[src/rtl/max31855_spi_rx.sv]
// max31855_spi_rx: read-only SPI master (mode 0, MSB first) that clocks one
// NBITS-bit frame out of a MAX31855 and presents it as a parallel word.
// Optional feature: define SPI_CS_GAP_EN to hold cs_n high for at least
// CS_GAP clk cycles between frames (adds a GAP state after HOLD).
module max31855_spi_rx #(
    parameter int unsigned CLK_DIV = 2,
    parameter int unsigned NBITS   = 32,
    parameter int unsigned CS_GAP  = 16
) (
    input  logic             clk,
    input  logic             rst,
    input  logic             spi_ena,
    input  logic             miso,
    output logic             cs_n,
    output logic             sclk,
    output logic             spi_not_busy,
    output logic [NBITS-1:0] spi_rx_data,
    output logic             rx_valid
);

    // Elaboration-time parameter range checks
    if (CLK_DIV < 2 || CLK_DIV > 255) begin : g_bad_clk_div
        $error("CLK_DIV must be in 2..255");
    end
    if (NBITS < 8 || NBITS > 32) begin : g_bad_nbits
        $error("NBITS must be in 8..32");
    end
    if (CS_GAP < 1 || CS_GAP > 65535) begin : g_bad_cs_gap
        $error("CS_GAP must be in 1..65535");
    end

    localparam logic [7:0] DivMax = 8'(CLK_DIV - 1);
    localparam logic [5:0] BitMax = 6'(NBITS);

`ifdef SPI_CS_GAP_EN
    localparam logic [15:0] GapMax = 16'(CS_GAP - 1);

    typedef enum logic [2:0] {
        StIdle  = 3'd0,
        StSetup = 3'd1,
        StShift = 3'd2,
        StHold  = 3'd3,
        StGap   = 3'd4
    } state_e;
`else
    typedef enum logic [2:0] {
        StIdle  = 3'd0,
        StSetup = 3'd1,
        StShift = 3'd2,
        StHold  = 3'd3
    } state_e;
`endif

    state_e           state;
    state_e           state_next;
    logic [7:0]       div_cnt;
    logic [5:0]       bit_cnt;
    logic [NBITS-1:0] shift_reg;
    logic             tick;
    logic             start;
    logic             rise;
    logic             fall;
    logic             done;
`ifdef SPI_CS_GAP_EN
    logic [15:0]      gap_cnt;
`endif

    // Divider terminal count: one sclk half-period has elapsed
    assign tick = (div_cnt == DivMax);

    // State register
    always_ff @(posedge clk or posedge rst) begin
        if (rst) begin
            state <= StIdle;
        end else begin
            state <= state_next;
        end
    end

    // Next-state logic
    always_comb begin
        state_next = state;
        case (state)
            StIdle:  if (spi_ena) state_next = StSetup;
            StSetup: if (tick) state_next = StShift;
            // Leave only after the falling edge that follows the last rise
            StShift: if (tick && sclk && (bit_cnt == BitMax)) state_next = StHold;
`ifdef SPI_CS_GAP_EN
            StHold:  if (tick) state_next = StGap;
            StGap:   if (gap_cnt == GapMax) state_next = StIdle;
`else
            StHold:  if (tick) state_next = StIdle;
`endif
            default: state_next = StIdle;
        endcase
    end

    // Output decode and datapath strobes
    always_comb begin
        cs_n         = 1'b1;
        spi_not_busy = 1'b0;
        start        = 1'b0;
        rise         = 1'b0;
        fall         = 1'b0;
        done         = 1'b0;
        case (state)
            StIdle: begin
                spi_not_busy = 1'b1;
                start        = spi_ena;
            end
            StSetup: begin
                cs_n = 1'b0;
                rise = tick;
            end
            StShift: begin
                cs_n = 1'b0;
                rise = tick & ~sclk;
                fall = tick & sclk;
            end
            StHold: begin
                cs_n = 1'b0;
                done = tick;
            end
            default: begin
                cs_n         = 1'b1;
                spi_not_busy = 1'b0;
            end
        endcase
    end

    // Half-period divider, runs only while a frame is on the wire
    always_ff @(posedge clk or posedge rst) begin
        if (rst) begin
            div_cnt <= 8'd0;
        end else if (state == StSetup || state == StShift || state == StHold) begin
            div_cnt <= tick ? 8'd0 : div_cnt + 8'd1;
        end else begin
            div_cnt <= 8'd0;
        end
    end

    // Serial clock; miso is captured on the same edge that drives sclk high
    always_ff @(posedge clk or posedge rst) begin
        if (rst) begin
            sclk <= 1'b0;
        end else if (rise) begin
            sclk <= 1'b1;
        end else if (fall) begin
            sclk <= 1'b0;
        end
    end

    // Shift register and received-bit counter
    always_ff @(posedge clk or posedge rst) begin
        if (rst) begin
            shift_reg <= '0;
            bit_cnt   <= 6'd0;
        end else if (start) begin
            shift_reg <= '0;
            bit_cnt   <= 6'd0;
        end else if (rise) begin
            shift_reg <= {shift_reg[NBITS-2:0], miso};
            bit_cnt   <= bit_cnt + 6'd1;
        end
    end

    // Parallel output word and its one-cycle valid strobe
    always_ff @(posedge clk or posedge rst) begin
        if (rst) begin
            spi_rx_data <= '0;
            rx_valid    <= 1'b0;
        end else begin
            rx_valid <= done;
            if (done) begin
                spi_rx_data <= shift_reg;
            end
        end
    end

`ifdef SPI_CS_GAP_EN
    // Counts cycles spent in GAP with cs_n held high
    always_ff @(posedge clk or posedge rst) begin
        if (rst) begin
            gap_cnt <= 16'd0;
        end else if (state == StGap) begin
            gap_cnt <= gap_cnt + 16'd1;
        end else begin
            gap_cnt <= 16'd0;
        end
    end
`endif

endmodule

[config.mk]
export PLATFORM = sky130hd
export DESIGN_NAME = max31855_spi_rx
export DESIGN_NICKNAME = d
export VERILOG_FILES = /design/src/rtl/max31855_spi_rx.sv
export SDC_FILE = /design/constraint.sdc
export NUM_CORES = 1
export LEC_CHECK = 0
export CORE_MARGIN = 1
export CORE_UTILIZATION = 40
export CTS_BUF_LIST = sky130_fd_sc_hd__clkbuf_4 sky130_fd_sc_hd__clkbuf_8 sky130_fd_sc_hd__clkbuf_16
export CTS_CLUSTER_SIZE = 14
export DETAILED_ROUTE_END_ITERATION = 8
export PLACE_DENSITY_LB_ADDON = 0.08
export SLEW_MARGIN = 20
export SYNTH_ARGS = -nofsm -noshare
export SYNTH_HDL_FRONTEND = slang
export SYNTH_SLANG_ARGS = --single-unit
[constraint.sdc]
create_clock -name clk -period 4.1 [get_ports clk]
set_input_delay 0.41 -clock clk [delete_from_list [all_inputs] [get_ports clk]]
set_output_delay 0.41 -clock clk [all_outputs]
set_load 0.005 [all_outputs]
==> reports/qor.tcl <==
set qor(outcome) {finished clean}
set qor(total_power_per_unit_cell_area_nw_per_um2) 520
set qor(synth_async_sr_flop_share_pct) 100
set qor(core_um2) 7810
set qor(gr-total-overflow) 0
set qor(global_route_wire_length_before_repair_mm) 9.85
set qor(floorplan.io_pins) 40
set qor(drt_pre_antenna_iters) 4
set qor(yosys_warnings) 0
set qor(cts_hold_buf) 0
set qor(clk-insertion-delay-late_ps) 350
set qor(synth-edff-count) 0
set qor(worst-endpoint-required_ps) 4330
set qor(yosys_register_bits) 82
set qor(num-nets-final) 293
set qor(route.vias.total) 1981
set qor(drt-total-wl_mm) 5.69
set qor(timing_limited_maximum_frequency_mhz) 407
set qor(hpwl_mm) 3.72
set qor(synth_top_area_cell) {dfrtp_1}
set qor(post_synth_instance_area_um2) 3280
set qor(start_kind) {flip-flop}
set qor(rows) 32
set qor(final.period_utilization_pct) 60.0
set qor(critical_path.reg2reg.startpoint) {div_cnt[0]$_DFF_PP0_}
set qor(tritoncts) {yes}
set qor(synthDominantCellAreaShare_pct) 62.6
set qor(reg2reg_setup_slack_ps) 1640
set qor(finalNonFillerCells) 387
set qor(synthToLayoutAreaGrowth_pct) 21.9
set qor(maximum_number_of_pins_on_one_net_before_global_route_repair) 34
set qor(detail_route.iter0.violations) 77
set qor(path_max_fanout) 18
set qor(numPortBuffers) 39
set qor(drive_above_1_share_pct) 21.4
set qor(worst_setup_path_startpoint) {div_cnt[0]$_DFF_PP0_}
set qor(fp.dieH_um) 92.5
set qor(cts_resized) 0
set qor(synth_sequential_area_ratio_pct) 62.6
set qor(start_util_pct) 42.0
set qor(timing.final.hold_violations) 0
set qor(critPathCaptureType) {flip-flop}
set qor(synth.area.top_cells) {dfrtp_1 63%, mux2_2 11%, a22o_1 8.8%, ha_1 3.4%, buf_2 1.5%}
set qor(finalSetupViolCount) 0
set qor(total_power_uw) 2080
set qor(number_of_maximum_capacitance_violations) 0
set qor(rsz_0062_raised_after_global_routing) {false}
set qor(numPlacedInstances) 371
set qor(routedWlPerCell_um) 14.7
set qor(final.min_clock_period_ps) 2460
set qor(clock-sinks) 82
set qor(cts.path.max_buffers) 2
set qor(synth_nets) 249
set qor(routed_via_density) 5.12
set qor(ctsHtreeMaxLevel) 3
set qor(r2r.worst_path.cells) 6
set qor(min-delay-path-class) {in -> async}
set qor(final.hold.worst_slack_ps) 382
set qor(tightest_slew_ps) 802
set qor(cp_data_arrival_time_ps) 2690
set qor(final_common_cell) {dfrtp_1}
set qor(gpl.final_weighted_congestion) 0.708
set qor(detail-route-antenna-nets) 0
set qor(ys_dominant_reg_cell) {dfrtp_1}
set qor(normalized_max_slew_margin_pct) 46.4
set qor(finClkSkew_ps) 9.30
set qor(track_usage_pct) 15.0
set qor(antenna_cells_inserted) 0
set qor(timing.rr.end) {spi_rx_data[21]$_DFFE_PP0P_}
set qor(library_cell_used_as_clock_root_buffer) {clkbuf_8}
set qor(timing.setup.critical_path_class) {reg -> reg}
set qor(cts_made_buffers) 9
set qor(layout.cells.most_common_list) {82 x dfrtp_1, 39 x clkdlybuf4s50_1, 33 x a22o_1, 33 x mux2_2, 10 x nor2_1}
set qor(finalMaxSlewViolations) 0
set qor(antenna_found_initial) 0
set qor(peakVddDrop_mv) 0.207
set qor(worst_setup_hold_path_clk_slew_ps) 90
set qor(post_cts.repair.setup_buffers) 0
set qor(area_of_the_die_um2) 8560
set qor(final_core_util_pct) 51.2
set qor(grt_pass1_vias) 2004
set qor(postSynthCellCount) 236
set qor(static-leakage-power_uw) 0.00193
set qor(die-width_um) 92.5
set qor(detail_route.drc_violations) 0
set qor(synth_area_per_cell_um2) 13.9
set qor(post_synth_num_cell_types) 33
set qor(fin_tns_setup_ps) 0
==> critical path, stage by stage (launching register included) <==
cell     delay [ps]
dfrtp_1         440
ha_1            210
nor3b_1         150
and2_1          190
nand2_1         600
buf_4           380
mux2_2          370
==> routing by layer <==
layer  routed length [um]  GRT usage, %
met5                    0             0
met2                 2560          22.0
met3                  225          5.67
met4                   78          4.69
met1                 2830          20.6
==> through the flow <==
step | setup slack (ps) | cell area [um^2]
6_report | 1640 | 3990
5_1_grt | 1500 | 3990
3_3_place_gp | 1630 | 3790
3_5_place_dp | 1620 | 3790
2_1_floorplan | 1580 | 3280
4_1_cts | 1600 | 3990
==> layout make-up <==
class	instances	area [um^2]
sequential	82	2050
multi-input combinational	133	1140
tap	102	128
fill	706	3810
clock inverter	7	83.8
timing repair buffer	45	435
clock buffer	9	124
inverter	9	35.0
==> how the worst max path moves through the flow <==
stage	to	slack [ps]	cells past startpoint
floorplan	bit_cnt[0]$_DFFE_PP0P_	1580	1
global placement	spi_rx_data[15]$_DFFE_PP0P_	1630	6
detailed placement	spi_rx_data[21]$_DFFE_PP0P_	1620	6
CTS	spi_rx_data[21]$_DFFE_PP0P_	1600	6
global route	shift_reg[28]$_DFFE_PP0P_	1500	8
finish	spi_rx_data[21]$_DFFE_PP0P_	1640	6
==> report_power, final <==
group | switching [uW] | internal [uW]
Combinational | 298 | 242
Sequential | 57.3 | 878
Clock | 308 | 295
==> cell families after synthesis <==
| group | synth area share (%) |
|---|---|
| AND/OR/NAND/NOR | 6.00 |
| flip-flops | 62.6 |
| multiplexers | 11.6 |
| XOR/XNOR | 1.87 |
| AO/OA/AOI/OAI | 11.6 |
| adder cells (fa/ha/maj) | 3.44 |
| buffers and inverters | 2.79 |
==> cells in the mapped netlist, drive strengths merged (3+ instances only) <==
master  number
nand2        5
or3          3
o21ai        4
nand3        4
buf         10
xnor2        3
nor2        11
xor2         4
and2         4
mux2        33
inv          9
a22o        33
dfrtp       82
ha           9
a21oi        3
Power figures use the tool's default switching activity.
